<file path="config.mk">
export PLATFORM = sky130hd
export DESIGN_NAME = dmem_arbiter
export DESIGN_NICKNAME = d
export VERILOG_FILES = /design/src/rtl/dmem_pkg.sv /design/src/rtl/dmem_arb_pick.sv /design/src/rtl/dmem_arbiter.sv
export SDC_FILE = /design/constraint.sdc
export NUM_CORES = 1
export LEC_CHECK = 0
export BUFFER_PORTS_ARGS = -buffer_cell sky130_fd_sc_hd__buf_4
export CORE_UTILIZATION = 40
export DETAILED_ROUTE_END_ITERATION = 8
export GPL_TIMING_DRIVEN = 1
export MAX_ROUTING_LAYER = met4
export PLACE_DENSITY = 0.78
export SLEW_MARGIN = 20
export SYNTH_ARGS = -nofsm -noshare
export SYNTH_HDL_FRONTEND = slang
export SYNTH_SLANG_ARGS = --single-unit
</file>
<file path="constraint.sdc">
create_clock -name clk -period 1.63 [get_ports clk]
set_clock_uncertainty 0.15 [all_clocks]
set_input_delay 0.326 -clock clk [delete_from_list [all_inputs] [get_ports clk]]
set_output_delay 0.326 -clock clk [all_outputs]
set_load 0.005 [all_outputs]
</file>
<file path="src/rtl/dmem_pkg.sv">
// dmem_pkg
// Shared definitions for the data-memory arbiter: the sequencer state
// encoding, the default memory depth and the port index constants.
// Optional feature macro used by the importing files: DMEM_ARB_RR_EN.
package dmem_pkg;

   typedef enum logic [1:0] {
      IDLE   = 2'd0,
      ACCESS = 2'd1,
      RESP   = 2'd2
   } state_t;

   localparam int MEM_WORDS_DEFAULT = 256;

   localparam logic PORT_CORE   = 1'b0;
   localparam logic PORT_LOADER = 1'b1;

endpackage

</file>
<file path="src/rtl/dmem_arb_pick.sv">
// dmem_arb_pick
// Combinational grant picker for the two request ports.
// Ports:
//   req_valid [1:0]  per-port request valid
//   last_gnt         last granted port (only when DMEM_ARB_RR_EN is defined)
//   gnt              index of the winning port
//   any_valid        at least one port is requesting
// Macro DMEM_ARB_RR_EN: when defined, a contested grant goes to the port
// that did not win last time; otherwise the core port always wins.
module dmem_arb_pick
   import dmem_pkg::*;
(
   input  logic [1:0] req_valid,
`ifdef DMEM_ARB_RR_EN
   input  logic       last_gnt,
`endif
   output logic       gnt,
   output logic       any_valid
);

   assign any_valid = |req_valid;

`ifdef DMEM_ARB_RR_EN
   always_comb begin
      gnt = PORT_CORE;
      if (req_valid == 2'b11)
         gnt = ~last_gnt;
      else if (!req_valid[PORT_CORE])
         gnt = PORT_LOADER;
   end
`else
   // Core port wins whenever it asks; loader only gets a lone request.
   assign gnt = req_valid[PORT_CORE] ? PORT_CORE : PORT_LOADER;
`endif

endmodule

</file>
<file path="src/rtl/dmem_arbiter.sv">
// dmem_arbiter
// Shares a single-port word-addressed data memory between the core
// load/store path (port 0) and the program/debug loader (port 1).
// Each access takes three cycles: accept (IDLE), memory strobe (ACCESS),
// response pulse (RESP).
// Ports:
//   clk, rst                        clock, synchronous active-high reset
//   req_valid/req_ready/req_we      per-port handshake and write enable
//   req_addr0/1, req_wdata0/1       per-port byte address and store data
//   resp_valid, resp_rdata, resp_err  one-cycle response to the served port
//   mem_addr (word address), mem_wdata, mem_read, mem_write, mem_rdata
// Macro DMEM_ARB_RR_EN: enables round-robin arbitration with a 1-bit
// last-grant pointer; default build uses fixed priority to port 0.
module dmem_arbiter
   import dmem_pkg::*;
#(
   parameter int ADDR_W    = 32,
   parameter int DATA_W    = 32,
   parameter int MEM_WORDS = MEM_WORDS_DEFAULT
) (
   input  logic              clk,
   input  logic              rst,
   input  logic [1:0]        req_valid,
   output logic [1:0]        req_ready,
   input  logic [1:0]        req_we,
   input  logic [ADDR_W-1:0] req_addr0,
   input  logic [ADDR_W-1:0] req_addr1,
   input  logic [DATA_W-1:0] req_wdata0,
   input  logic [DATA_W-1:0] req_wdata1,
   output logic [1:0]        resp_valid,
   output logic [DATA_W-1:0] resp_rdata,
   output logic              resp_err,
   output logic [ADDR_W-1:0] mem_addr,
   output logic [DATA_W-1:0] mem_wdata,
   output logic              mem_read,
   output logic              mem_write,
   input  logic [DATA_W-1:0] mem_rdata
);

   // One past the last legal byte address; one extra bit so large
   // MEM_WORDS values cannot wrap the compare.
   localparam logic [ADDR_W:0] ADDR_LIMIT = (ADDR_W+1)'(4 * MEM_WORDS);

   state_t            state_reg;
   logic              port_reg;
   logic              err_reg;
   logic [ADDR_W-1:0] addr_reg;
   logic [DATA_W-1:0] wdata_reg;
   logic              mem_read_reg;
   logic              mem_write_reg;
   logic [1:0]        resp_valid_reg;
   logic [DATA_W-1:0] resp_rdata_reg;
   logic              resp_err_reg;

   logic              gnt;
   logic              any_valid;
   logic [ADDR_W-1:0] sel_addr;
   logic [DATA_W-1:0] sel_wdata;
   logic              sel_we;
   logic              sel_err;

`ifdef DMEM_ARB_RR_EN
   logic              ptr_reg;
`endif

   dmem_arb_pick u_pick (
      .req_valid (req_valid),
`ifdef DMEM_ARB_RR_EN
      .last_gnt  (ptr_reg),
`endif
      .gnt       (gnt),
      .any_valid (any_valid)
   );

   assign sel_addr  = (gnt == PORT_LOADER) ? req_addr1  : req_addr0;
   assign sel_wdata = (gnt == PORT_LOADER) ? req_wdata1 : req_wdata0;
   assign sel_we    = req_we[gnt];
   assign sel_err   = ({1'b0, sel_addr} >= ADDR_LIMIT);

   // Ready only in IDLE, so valid&&ready is simply any_valid there.
   always_comb begin
      req_ready = 2'b00;
      if (state_reg == IDLE && any_valid)
         req_ready[gnt] = 1'b1;
   end

   always_ff @(posedge clk) begin
      if (rst) begin
         state_reg      <= IDLE;
         port_reg       <= PORT_CORE;
         err_reg        <= 1'b0;
         addr_reg       <= '0;
         wdata_reg      <= '0;
         mem_read_reg   <= 1'b0;
         mem_write_reg  <= 1'b0;
         resp_valid_reg <= 2'b00;
         resp_rdata_reg <= '0;
         resp_err_reg   <= 1'b0;
`ifdef DMEM_ARB_RR_EN
         ptr_reg        <= 1'b0;
`endif
      end else begin
         case (state_reg)
            IDLE: begin
               if (any_valid) begin
                  port_reg      <= gnt;
                  err_reg       <= sel_err;
                  addr_reg      <= sel_addr;
                  wdata_reg     <= sel_wdata;
                  // Strobes are decided at accept so they are pure flops
                  // during ACCESS.
                  mem_read_reg  <= !sel_we && !sel_err;
                  mem_write_reg <= sel_we && !sel_err;
`ifdef DMEM_ARB_RR_EN
                  ptr_reg       <= gnt;
`endif
                  state_reg     <= ACCESS;
               end
            end
            ACCESS: begin
               mem_read_reg   <= 1'b0;
               mem_write_reg  <= 1'b0;
               resp_rdata_reg <= mem_read_reg ? mem_rdata : '0;
               resp_err_reg   <= err_reg;
               resp_valid_reg <= (port_reg == PORT_LOADER) ? 2'b10 : 2'b01;
               state_reg      <= RESP;
            end
            RESP: begin
               resp_valid_reg <= 2'b00;
               resp_rdata_reg <= '0;
               resp_err_reg   <= 1'b0;
               state_reg      <= IDLE;
            end
            default: state_reg <= IDLE;
         endcase
      end
   end

   // Memory is word addressed; the byte offset bits are dropped.
   assign mem_addr   = {2'b00, addr_reg[ADDR_W-1:2]};
   assign mem_wdata  = wdata_reg;
   // A reset arriving during ACCESS must cancel the store on that same edge.
   assign mem_read   = mem_read_reg && !rst;
   assign mem_write  = mem_write_reg && !rst;
   assign resp_valid = resp_valid_reg;
   assign resp_rdata = resp_rdata_reg;
   assign resp_err   = resp_err_reg;

endmodule

</file>
==> results.sh <==
export IMPL_wire_length_of_the_first_global_routing_pass_mm=21.7
export IMPL_synth_compound_gate_area_share=0.195
export IMPL_design_core_area_sq_mm=0.0114
export IMPL_dieArea_sq_mm=0.0122
export IMPL_register_clock_pin_slew_on_the_reported_worst_setup_and_hold_paths_ps=80
export IMPL_path_class="reg2reg"
export IMPL_timing_final_setup_violations=42
export IMPL_final_wl_mm=15.0
export IMPL_cts_htree_levels=3
export IMPL_share_comb_of_total_power=0.285
export IMPL_netlist_top_cells_area="sky130_fd_sc_hd__dfxtp_1 (44%), sky130_fd_sc_hd__mux2i_1 (14%), sky130_fd_sc_hd__a211oi_2 (11%), sky130_fd_sc_hd__nor2_1 (8.0%), sky130_fd_sc_hd__nor2b_1 (4.5%)"
export IMPL_routed_wire_length_per_instance_um=16.5
export IMPL_critical_path_slowest_cell="sky130_fd_sc_hd__dfxtp_2"
export IMPL_antenna_cell_count=0
export IMPL_ir_drop_v=0.000499
export IMPL_place_hpwl_mm=9.95
export IMPL_register_area_sq_mm=0.00206
export IMPL_post_place_ws_ps=-609
export IMPL_synthToLayoutAreaGrowth_pct=63.9
export IMPL_tritoncts="done"
export IMPL_synth_cell_type_count=38
export IMPL_synth_fa_ha_area_frac=0.00798
export IMPL_postLayoutCoreUtil=0.676
export IMPL_p_switching_mw=2.04
export IMPL_top_area_cell_type_share_of_the_netlist_area=0.438
export IMPL_x_dimension_of_the_die_um=110
export IMPL_max_clock_path_buffers=2
export IMPL_worst_slew_margin_relative_to_its_limit=0.643
export IMPL_io_buffer_count=262
export IMPL_drt_first_pass_iters=4
export IMPL_critical_path_cell_chain="inv_2 > ha_4 > buf_4 > o21a_4 > clkbuf_16 > nor2_1 > a211oi_2"
export IMPL_final_common_cell="sky130_fd_sc_hd__buf_4"
export IMPL_clock_sinks=103
export IMPL_violated_checks="setup timing"
export IMPL_timing_critical_path_required_ps=1740
export IMPL_finalSetupTns_ps=-1050
export IMPL_post_route_drc=0
export IMPL_p_int_mw=5.10
export IMPL_io_pin_count=269
export IMPL_avgSynthCellArea_sq_um=9.68
export IMPL_max_cap_violations=0
export IMPL_finalHoldViolCount=0
export IMPL_power_per_cell_area_mw_per_mm2=926
export IMPL_gr_total_overflow=0
export IMPL_cts_inserted_buffers=9
export IMPL_die_h_um=110
export IMPL_vias_per_cell=5.12
export IMPL_via_count=4651
export IMPL_slowest_delay_ps=330
export IMPL_portion_of_the_clock_cycle_consumed_by_the_worst_path_in_the_final_layout=1.04
export IMPL_count_of_state_elements_after_synthesis=103
export IMPL_floorplan_rows=39
export IMPL_synthesis_yosys_warnings=0
export IMPL_setup_worst_path_start_class="flip-flop"
export IMPL_synth_area_sq_mm=0.00471
export IMPL_final_setup_worst_slack_ps=-64.7
export IMPL_grt_use_total=0.226
export IMPL_placement_stage_cell_area_sq_mm=0.00690
export IMPL_min_delay_path_class="in2reg"
export IMPL_first_global_vias=4446
export IMPL_synth_top_cell_by_area="sky130_fd_sc_hd__dfxtp_1"
export IMPL_fin_area_sq_mm=0.00771
export IMPL_initialDrtViolationCount=173
export IMPL_clock_latency_ps=340
export IMPL_nFillCells=891
export IMPL_clock_power_share=0.316
export IMPL_layout_cells_most_common_list="sky130_fd_sc_hd__buf_4 (277), sky130_fd_sc_hd__dfxtp_1 (101), sky130_fd_sc_hd__nor2_1 (99)"
export IMPL_dominant_combinational_cell_family_by_area_after_synthesis="compound AO/OA/AOI/OAI gates"
export IMPL_place_gp_congestion=0.858
export IMPL_critical_path_endpoint_type="flip-flop"
export IMPL_antenna_violations_before_repair=0
export IMPL_tightestPinTransition_ps=531
export IMPL_slew_viol_final=0
export IMPL_post_synth_xor_xnor_area=0
export IMPL_grt_max_degree=60
export IMPL_post_route_cells_drive_above_1_share=0.507
export IMPL_initial_core_util=0.412
export IMPL_ys_seq_area_frac=0.438
export IMPL_worstPathArrival_ps=1810
export IMPL_finish_net_count=930
export IMPL_unrepaired_setup_endpoints_after_global_routing="true"
export IMPL_static_leakage_power_nw=3.56
export IMPL_post_synthesis_mux_area_share=0.139
export IMPL_timing_fmax_ghz=0.590
export IMPL_clk_root_buffer_cell="sky130_fd_sc_hd__clkbuf_16"
export IMPL_status="finished, violations left"
export IMPL_final_period_minus_worst_setup_slack_ps=1690
export IMPL_syn_inst=486
export IMPL_power_share_switching=0.285
export IMPL_multiInputGateArea_sq_mm=0.00255
export IMPL_antenna_violating_nets_post_route=0
export IMPL_area_share_of_and_or_nand_nor_cells_after_synthesis=0.168
export IMPL_highest_net_fanout_along_the_worst_path=9
export IMPL_share_of_power_burned_in_registers=0.400
-- Yosys cell counts --
library cell / number
sky130_fd_sc_hd__nor2_1: 100
sky130_fd_sc_hd__buf_1: 4
sky130_fd_sc_hd__ha_1: 3
sky130_fd_sc_hd__a21oi_1: 35
sky130_fd_sc_hd__a211oi_2: 40
sky130_fd_sc_hd__and2_1: 1
sky130_fd_sc_hd__o21ai_0: 3
sky130_fd_sc_hd__o21ai_2: 1
sky130_fd_sc_hd__clkbuf_1: 15
sky130_fd_sc_hd__nand2_1: 5
sky130_fd_sc_hd__nand3b_1: 2
sky130_fd_sc_hd__nor4_4: 1
sky130_fd_sc_hd__mux2i_1: 64
sky130_fd_sc_hd__nor3b_1: 2
sky130_fd_sc_hd__a22o_1: 1
sky130_fd_sc_hd__nand4_2: 1
sky130_fd_sc_hd__o221ai_1: 1
sky130_fd_sc_hd__inv_1: 2
sky130_fd_sc_hd__o32a_1: 1
sky130_fd_sc_hd__nor4_2: 1
sky130_fd_sc_hd__a211oi_1: 22
sky130_fd_sc_hd__nor4b_1: 1
sky130_fd_sc_hd__mux2_2: 1
sky130_fd_sc_hd__buf_6: 6
sky130_fd_sc_hd__o21a_1: 1
sky130_fd_sc_hd__nor4_1: 7
sky130_fd_sc_hd__nor3_1: 4
sky130_fd_sc_hd__o32ai_1: 1
sky130_fd_sc_hd__nand2b_1: 2
sky130_fd_sc_hd__buf_2: 12
sky130_fd_sc_hd__or3b_1: 1
sky130_fd_sc_hd__dfxtp_1: 103
sky130_fd_sc_hd__clkbuf_4: 2
sky130_fd_sc_hd__nor2b_1: 34
sky130_fd_sc_hd__buf_4: 3
sky130_fd_sc_hd__conb_1: 1
sky130_fd_sc_hd__o2111ai_1: 1
sky130_fd_sc_hd__nand4_1: 1
-- timing repair --
| action | in CTS | in global routing |
|---|---|---|
| hold buffers | 0 | 0 |
| gates cloned | 2 | 9 |
| setup buffers | 1 | 10 |
| gates resized for setup | 15 | 22 |
| setup endpoints to repair | 100 | 92 |
| pin swaps | 4 | 8 |
-- cells by family after synthesis --
family / Yosys count
multiplexers: 65
flip-flops: 103
AO/OA/AOI/OAI: 107
AND/OR/NAND/NOR: 163
adder cells (fa/ha/maj): 3
other: 1
buffers and inverters: 44
-- per-layer routing --
metal,share of wire,GRT usage
met2,0.51,0.381
met4,0.020,0.0898
met1,0.41,0.259
met5,0,-
met3,0.059,0.0527
-- final cells by class --
class	count	area share
tap	143	0.0232
clock inverter	7	0.0112
sequential	103	0.268
clock buffer	9	0.0292
multi-input combinational	342	0.331
timing repair buffer	303	0.337
inverter	2	0.000973
-- power groups by stage --
stage | clock network (mW) | registers [mW] | logic, mW
5_1_grt | 2.41 | 2.88 | 2.17
6_report | 2.26 | 2.85 | 2.03
2_1_floorplan | 0 | 2.92 | 0.795
4_1_cts | 2.30 | 2.85 | 1.73
3_3_place_gp | 0 | 2.90 | 1.62
3_5_place_dp | 0 | 2.91 | 1.67
-- worst max-delay path: cells and delay by family (launching register included) --
| family | cells | cell delay, ps |
|---|---|---|
| flip-flops | 1 | 330 |
| AND/OR/NAND/NOR | 1 | 50 |
| adder cells (fa/ha/maj) | 1 | 170 |
| AO/OA/AOI/OAI | 2 | 480 |
| buffers and inverters | 3 | 430 |
-- metrics by stage --
step	cells	hold slack (ps)	power [mW]
2_1_floorplan	487	287	3.71
3_3_place_gp	871	312	4.51
3_5_place_dp	871	313	4.57
4_1_cts	890	41.8	6.88
5_1_grt	909	46.1	7.46
6_report	909	49.9	7.14
-- worst paths after layout --
check	startpoint	endpoint	slack, ps	depth (start not counted)
max reg2reg	state_reg[1]	mem_wdata[21]	-60	7
min reg2reg	resp_err	resp_err	320	2
min	mem_rdata[30]	resp_rdata[30]	50	3
max	state_reg[1]	mem_wdata[21]	-60	7
Power figures use the tool's default switching activity.
